**src/rtl/mux_pkg.sv**
```systemverilog
// Shared types and helpers for the round-robin stream mux.
// Mode encoding and modular index increment.
package mux_pkg;

  typedef enum logic {
    MODE_FIXED = 1'b0,
    MODE_RR    = 1'b1
  } mode_e;

  function automatic int next_idx(input int idx, input int n);
    return (idx + 1 >= n) ? 0 : idx + 1;
  endfunction

endpackage

```
**src/rtl/mux_rr_pipe_rr_pick.sv**
```systemverilog
// Rotating priority search: first set request at or after the pointer.
// Wraps modulo N, so N need not be a power of two.
module rr_pick #(
  parameter int N  = 8,
  parameter int SW = $clog2(N)
) (
  input  logic [N-1:0]  i_req,
  input  logic [SW-1:0] i_ptr,
  output logic          o_gv,
  output logic [SW-1:0] o_gidx
);

  always_comb begin
    int          j;
    logic [SW-1:0] w_k;
    o_gv   = 1'b0;
    o_gidx = '0;
    for (int i = 0; i < N; i++) begin
      j = int'(i_ptr) + i;
      if (j >= N) j = j - N;
      w_k = SW'(j);
      if (!o_gv && i_req[w_k]) begin
        o_gv   = 1'b1;
        o_gidx = w_k;
      end
    end
  end

endmodule

```
**src/rtl/mux_rr_pipe.sv**
```systemverilog
// N-channel valid/ready stream mux with fixed or round-robin select
// and a single registered output word.
module mux_rr_pipe
  import mux_pkg::*;
#(
  parameter  int N_CH  = 8,
  parameter  int W     = 8,
  localparam int SEL_W = $clog2(N_CH)
) (
  input  logic              CLK,
  input  logic              RST_N,
  input  logic [N_CH*W-1:0] I_DATA,
  input  logic [N_CH-1:0]   I_VALID,
  output logic [N_CH-1:0]   I_READY,
  input  logic              MODE,
  input  logic [SEL_W-1:0]  S,
  output logic [W-1:0]      OUT_DATA,
  output logic              OUT_VALID,
  output logic [SEL_W-1:0]  OUT_CH,
  input  logic              OUT_READY
);

  logic [W-1:0]     r_data;
  logic             r_valid;
  logic [SEL_W-1:0] r_ch;
  logic [SEL_W-1:0] r_ptr;

  logic             w_rr;
  logic             w_load;
  logic             w_rr_gv;
  logic [SEL_W-1:0] w_rr_gidx;
  logic             w_fx_gv;
  logic             w_gv;
  logic [SEL_W-1:0] w_gidx;
  logic             w_xfer;
  logic [W-1:0]     w_data;

  rr_pick #(
    .N  (N_CH),
    .SW (SEL_W)
  ) u_pick (
    .i_req  (I_VALID),
    .i_ptr  (r_ptr),
    .o_gv   (w_rr_gv),
    .o_gidx (w_rr_gidx)
  );

  assign w_rr    = (MODE == MODE_RR);
  assign w_load  = ~r_valid | OUT_READY;
  // Out-of-range S never grants.
  assign w_fx_gv = (int'(S) < N_CH) && I_VALID[S];

  always_comb begin
    w_gv   = w_fx_gv;
    w_gidx = S;
    if (w_rr) begin
      w_gv   = w_rr_gv;
      w_gidx = w_rr_gidx;
    end
  end

  assign w_xfer = w_load & w_gv;
  assign w_data = I_DATA[int'(w_gidx)*W +: W];

  always_comb begin
    I_READY = '0;
    for (int k = 0; k < N_CH; k++) begin
      I_READY[k] = w_xfer && (w_gidx == SEL_W'(k));
    end
  end

  always_ff @(posedge CLK or negedge RST_N) begin
    if (!RST_N) begin
      r_data  <= '0;
      r_valid <= 1'b0;
      r_ch    <= '0;
    end else if (w_load) begin
      r_valid <= w_gv;
      if (w_gv) begin
        r_data <= w_data;
        r_ch   <= w_gidx;
      end
    end
  end

  always_ff @(posedge CLK or negedge RST_N) begin
    if (!RST_N) begin
      r_ptr <= '0;
    end else if (w_xfer && w_rr) begin
      r_ptr <= SEL_W'(next_idx(int'(w_gidx), N_CH));
    end
  end

  assign OUT_DATA  = r_data;
  assign OUT_VALID = r_valid;
  assign OUT_CH    = r_ch;

endmodule
```
**config.mk**
```make
export PLATFORM = sky130hd
export DESIGN_NAME = mux_rr_pipe
export DESIGN_NICKNAME = d
export VERILOG_FILES = /design/src/rtl/mux_pkg.sv /design/src/rtl/mux_rr_pipe_rr_pick.sv /design/src/rtl/mux_rr_pipe.sv
export SDC_FILE = /design/constraint.sdc
export NUM_CORES = 1
export LEC_CHECK = 0
export BUFFER_PORTS_ARGS = -buffer_cell sky130_fd_sc_hd__buf_2
export CAP_MARGIN = 20
export CORE_AREA = 10 10 100 94
export CTS_CLUSTER_DIAMETER = 200
export DETAILED_ROUTE_END_ITERATION = 10
export DIE_AREA = 0 0 110 104
export GPL_ROUTABILITY_DRIVEN = 0
export MAX_ROUTING_LAYER = met4
export PLACE_DENSITY = 0.64
export SYNTH_ARGS = -nofsm -noshare
export SYNTH_HDL_FRONTEND = slang
export SYNTH_SLANG_ARGS = --single-unit
```
**constraint.sdc**
```tcl
create_clock -name CLK -period 5.4 [get_ports CLK]
set_input_delay 0.27 -clock CLK [delete_from_list [all_inputs] [get_ports CLK]]
set_output_delay 0.27 -clock CLK [all_outputs]
set_load 0.02 [all_outputs]
```
==> results of run 1 <==
state kept, by name, summed over array words and instances, names as in the netlist:
signal	cells
r_ptr	3
OUT_CH	3
OUT_DATA	8
OUT_VALID	1
final cells by class:
class	count	area (um2)	area share, %
repair buffers	103	531	16.4
flip-flops and latches	15	375	11.6
inverters	9	38.8	1.20
multi-input cells	247	2110	65.6
clock buffers	3	41.3	1.28
clock inverters	1	5.00	0.155
well taps	96	120	3.72
tightest hold or removal path: cells and delay by family:
kind / cells / cell delay (ns)
and+or+nand+nor: 2 / 0.21
buffers and inverters: 1 / 0.07
how the worst max path moves through the flow:
| stage | slack (ns) | endpoint | startpoint | depth (start not counted) |
|---|---|---|---|---|
| after floorplan | 1.33 | I_READY[3] | r_ptr[1] | 14 |
| after global placement | 1.20 | I_READY[7] | r_ptr[1] | 13 |
| after detailed placement | 1.09 | I_READY[7] | r_ptr[1] | 13 |
| after CTS | 0.80 | I_READY[7] | r_ptr[1] | 13 |
| after global routing | 0.52 | I_READY[3] | r_ptr[0] | 14 |
| final | 0.82 | I_READY[7] | r_ptr[1] | 13 |
placed cells by master (no fill, tap or decap), types with 7 or more instances in the layout:
cell / count
a21oi_1: 15
mux4_2: 15
a221o_1: 8
nand3_1: 15
ha_1: 8
mux2i_1: 31
o21ai_0: 17
mux2_2: 7
nor2_1: 12
nand2_1: 13
o31a_1: 7
buf_2: 98
dfrtp_1: 15
and3_1: 20
inv_1: 7
a211oi_1: 8
stage by stage:
| step | hold WS, ns | cell area [um2] | std cells | utilization [%] | setup WS [ns] |
|---|---|---|---|---|---|
| after floorplan | -0.0256 | 2640 | 292 | - | 1.33 |
| after global placement | 0.201 | 3170 | 469 | 43.3 | 1.20 |
| after detailed placement | 0.219 | 3170 | 469 | 43.3 | 1.09 |
| after CTS | 0.355 | 3230 | 474 | 44.1 | 0.798 |
| after global routing | 0.380 | 3230 | 474 | 44.1 | 0.524 |
| final | 0.339 | 3230 | 474 | 44.1 | 0.823 |
logic make-up (layout without fill, tap and decap cells):
kind of cell    count (synthesis)  after routing  share of synthesized area, %
mux                            57             57                          29.5
compound gates                 95             95                          27.1
flops                          15             15                          14.2
fa+ha+maj                       8              8                          3.80
buf+inv                        30            116                          5.89
xor+xnor                        4              4                          1.90
simple gates                   83             83                          17.6
per-layer routing:
layer,up-vias,global-route usage (%)
li1,1339,-
met1,1323,19.4
met2,106,23.4
met3,18,2.60
met4,0,4.46
met5,-,-
power by group:
group	switching [mW]	total, mW	internal (mW)
logic	1.06	1.83	0.768
clock network	0.0441	0.0953	0.0512
registers	0.0486	0.213	0.164
total	1.15	2.14	0.984
==> flow_summary.yaml, run 1 <==
power_and_ir_drop:
  irDropWorstVdd_mv: 0.191
  leakagePower_nw: 1.49
  power_mw: 2.14
  powerDensity_nw_per_um2: 662
critical_path:
  critPathTopFamily: "adder cells"
  worst_r2r_path_depth: 12
  crit_required_ns: 5.13
  crit_type: "flip-flop to output pin"
  critical-path-max-stage-delay_ns: 0.67
  path_max_fanout: 12
  reg2reg_from: "r_ptr[1]"
  worstPathArrival_ns: 4.31
  r2r_end: "OUT_DATA[7]"
  rrSetupSlack_ns: 1.07
  cp_slowest_cell: "ha_1"
  end_kind: "output pin"
  critPathBufInv: 3
  cp_cell_sequence: "clkinv_1 > ha_1 > mux4_2 > a21oi_1 > a22oi_2 > nor4_4 > a21boi_1 > a21oi_1 > inv_1 > ha_1 > ha_1 > and2_1 > buf_2"
  start_kind: "flip-flop"
  cp_common_cell: "ha_1"
finish:
  nets: 466
  diodes: 0
  drive_gt1_share_pct: 38.1
  nFillCells: 724
  synthToLayoutAreaGrowth_pct: 22.4
floorplanning:
  start_util_pct: 36.0
  std_cell_rows: 30
  ios: 99
  die_w_um: 110
  core_um2: 7320
  die_area_um2: 11400
  dieHeight_um: 104
routing:
  top_layer_used: "met4"
  vias_per_cell: 5.88
  wl_met2_um: 4250
  first_pass_iters: 5
  wl_um: 8790
  route.met3.wl_um: 555
  drc: 0
  dr.first_iter.drc_count: 243
  ant_nets: 0
  avgRoutedWirePerCell_um: 18.5
  met1_length_um: 3780
  num_vias: 2786
sta:
  fin_crit_sh_pct: 84.8
  timing.slew.headroom_pct: 42.7
  setup-violations-final: 0
  clock_skew_ns: 0.00125
  drv_slew: 0
  rsz0062_at_grt: "no"
  setup_tns_ns: 0
  final_hold_viol_count: 0
  finalCriticalPeriod_ns: 4.58
  fmax_mhz: 218
  tightest_slew_ns: 0.860
logic_synthesis:
  syn_avg_cell_area_um2: 9.03
  yosysMostFrequentCell: "mux2i_1"
  syn_area_um2: 2640
  synth_area_leaders: "dfrtp_1 14%, mux4_2 13%, mux2i_1 12%, and3_1 4.7%, ha_1 3.8%"
  ys_top_cells_by_count: "31 x mux2i_1, 20 x and3_1, 17 x o21ai_0"
  yosysSeqAreaShare_pct: 14.2
  synth_cells: 292
  yosysWarnings: 0
  syn-num-nets: 379
  synth_top_cell_area_share_pct: 14.2
  yosys.area.top_type: "dfrtp_1"
  synth_edf_count: 0
  yosys_most_used_dff: "dfrtp_1"
  netlist-cell-type-count: 66
  ys_async_sr_fraction_pct: 100
  synth_seq_cells: 15
grt:
  grt_max_degree: 26
  antenna_found_initial: 0
  grt_pass1_wl_um: 14000
  track_usage_pct: 15.1
  overflow: 0
  grt_pass1_vias: 2736
clock_tree:
  h-tree-depth: 1
  clk_pin_slew_ns: 0.07
  cts_resized: 0
  cts_tree: "done"
  clk_path_buf_depth: 2
  postCtsSetupBuffers: 0
  tritoncts.num_buffers: 3
  clock_latency_ns: 0.25
  hold_buffers: 1
  cts_sinks: 15
  clock-root-buffer: "clkbuf_8"
worst_hold_path:
  hold_depth: 3
  min_path_type: "input port to flip-flop"
  hp-start: "OUT_READY"
  hold_path_end: "OUT_VALID"
run:
  maxCapViolCount: 0
placement:
  io_buffers: 98
  place_hpwl_um: 7110
status:
  outcome: "completed"
No activity file was read; power rests on OpenSTA's default activity.
==> run 2: changes to the inputs <==
- PLACE_DENSITY: 0.64 -> 0.66
- clock period: 5.4 -> 3.7 ns (I/O delays scaled with it)
==> run 2 against run 1 <==
Critical path type unchanged. Non-clock buffer count up 37. Clock power up 44%. Sequential power up 49%. Via count up 7.8%. Sequential cell count unchanged. Die area unchanged. Cell area up 21%. Sequential share of layout area down 2.0 points. Clock-buffer cell count up 1. Core utilization up 9.1 points. Final cell count up 7.8%.
==> flow_summary.yaml, run 2 (synthesis results as in run 1) <==
status:
  outcome: "completed"
sta:
  clock_skew_ns: 0.00394
  final_hold_viol_count: 0
  drv_slew: 0
  finalCriticalPeriod_ns: 3.65
  worst_hold_slack_ns: 0.302
  timing.slew.headroom_pct: 49.1
  rsz0062_at_grt: "yes"
  fin_crit_sh_pct: 98.5
  setup-violations-final: 0
  setup_tns_ns: 0
  tightest_slew_ns: 0.744
  fmax_mhz: 274
placement:
  place_hpwl_um: 7710
  io_buffers: 98
  placedCellCount: 491
grt:
  overflow: 0
  grt_pass1_wl_um: 15300
  grt_max_degree: 36
  track_usage_pct: 16.5
  grt_pass1_vias: 3014
  antenna_found_initial: 0
routing:
  avgRoutedWirePerCell_um: 20.1
  num_vias: 3002
  first_pass_iters: 4
  ant_nets: 0
  drc: 0
  dr.first_iter.drc_count: 256
  wl_um: 10300
  vias_per_cell: 5.87
power_and_ir_drop:
  internal-power_mw: 2.10
  leakagePower_nw: 1.74
  power_frac_comb_pct: 89.1
  power.share.clock_pct: 3.3
  switching_share_pct: 49.5
  power.share.sequential_pct: 7.7
  net-switching-power_mw: 2.06
  irDropWorstVdd_mv: 0.480
  powerDensity_nw_per_um2: 1070
finish:
  nFillCells: 670
  final_cell_mix: "90 x buf_2, 32 x buf_4, 29 x mux2i_1"
  nets: 503
  largest_register_ffs: 8
  diodes: 0
  layout_commonest_cell: "buf_2"
  fin_cells: 511
  synthToLayoutAreaGrowth_pct: 47.7
  drive_gt1_share_pct: 53.0
clock_tree:
  clock_latency_ns: 0.25
  cts_tree: "done"
  h-tree-depth: 1
  cts_sinks: 15
  clk_pin_slew_ns: 0.06
  tritoncts.num_buffers: 3
  clock-root-buffer: "clkbuf_8"
  clk_path_buf_depth: 2
run:
  maxCapViolCount: 0
critical_path:
  critical-path-max-stage-delay_ns: 0.57
  cp_slowest_cell: "mux4_2"
  cp_cell_sequence: "clkinv_2 > ha_4 > buf_12 > mux4_2 > a21oi_2 > a22oi_2 > a2111o_1 > a31o_4 > nand2_8 > inv_6 > ha_2 > and3_4 > buf_6"
  path_max_fanout: 11
  end_kind: "output pin"
  crit_required_ns: 3.51
  crit_type: "flip-flop to output pin"
  worstPathArrival_ns: 3.46
  start_kind: "flip-flop"
worst_hold_path:
  min_path_type: "input port to flip-flop"
floorplanning:
  ios: 99
  core_um2: 7320
  std_cell_rows: 30
  start_util_pct: 36.0
  die_w_um: 110
  die_area_um2: 11400
  dieHeight_um: 104
-- run 2: cell types whose count changed in the layout (fill, tap and decap cells not counted), moves of 5 or more --
cell	delta
and3_1	-5
and3_4	+5
buf_2	-8
buf_4	+28
buf_6	+11
ha_1	-6
-- run 2: worst max-delay path: cells and delay by family (launching register included) --
kind                     cells  cell delay [ns]
flip-flops                   1             0.39
AND/OR/NAND/NOR              2             0.24
AO/OA/AOI/OAI                4             1.11
adder cells (fa/ha/maj)      2             0.49
buffers and inverters        4             0.40
multiplexers                 1             0.57
-- run 2: final timing paths --
check	start	end	slack (ns)	cells after the start
setup / recovery	r_ptr[1]	I_READY[6]	0.05	13
hold / removal	OUT_READY	OUT_VALID	0.30	3
setup reg to reg	r_ptr[1]	OUT_DATA[2]	0.10	13
hold reg to reg	OUT_CH[0]	OUT_CH[0]	0.49	2
max in group asynchronous	RST_N	r_ptr[1]	3.03	2
min in group asynchronous	RST_N	OUT_DATA[3]	0.38	2
-- run 2: power groups by stage --
stage               sequential (mW)  clock (mW)  combinational [mW]
CTS                           0.311       0.138                3.00
finish                        0.318       0.137                3.70
detailed placement            0.314           0                2.92
floorplan                     0.362           0                2.09
global placement              0.307           0                2.87
global route                  0.329       0.153                3.95
-- run 2: through the flow --
| step | power, mW | setup slack (ns) | area (um2) | util (%) |
|---|---|---|---|---|
| final | 4.16 | 0.0547 | 3890 | 53.2 |
| after global routing | 4.43 | -0.0763 | 3890 | 53.2 |
| after CTS | 3.44 | 0.00163 | 3460 | 47.3 |
| after detailed placement | 3.23 | 0.129 | 3370 | 46.0 |
| after global placement | 3.18 | 0.222 | 3370 | 46.0 |
| after floorplan | 2.45 | -0.0199 | 2650 | - |
-- run 2: routing by layer --
metal	GRT usage [%]	wire length [um]	vias to the layer above
li1	-	-	1411
met1	20.5	4280	1461
met2	26.5	5210	118
met3	3.10	614	12
met4	4.37	181	0
met5	-	0	-
-- run 2: what timing repair did --
| action | in CTS | in global routing |
|---|---|---|
| setup endpoints to repair | 3 | 17 |
| gates cloned | 0 | 4 |
| buffers inserted | 1 | 10 |
| gates resized for setup | 6 | 59 |
| hold buffers | 1 | 0 |
| hold endpoints to repair | 15 | 0 |
| pin swaps | 2 | 20 |
-- run 2: cell type report --
cell class	count	area (um2)	share of cell area, %
sequential	15	375	9.64
multi-input combinational	247	2350	60.3
clock buffer	4	45.0	1.16
inverter	9	40.0	1.03
tap	96	120	3.08
timing repair buffer	140	965	24.8
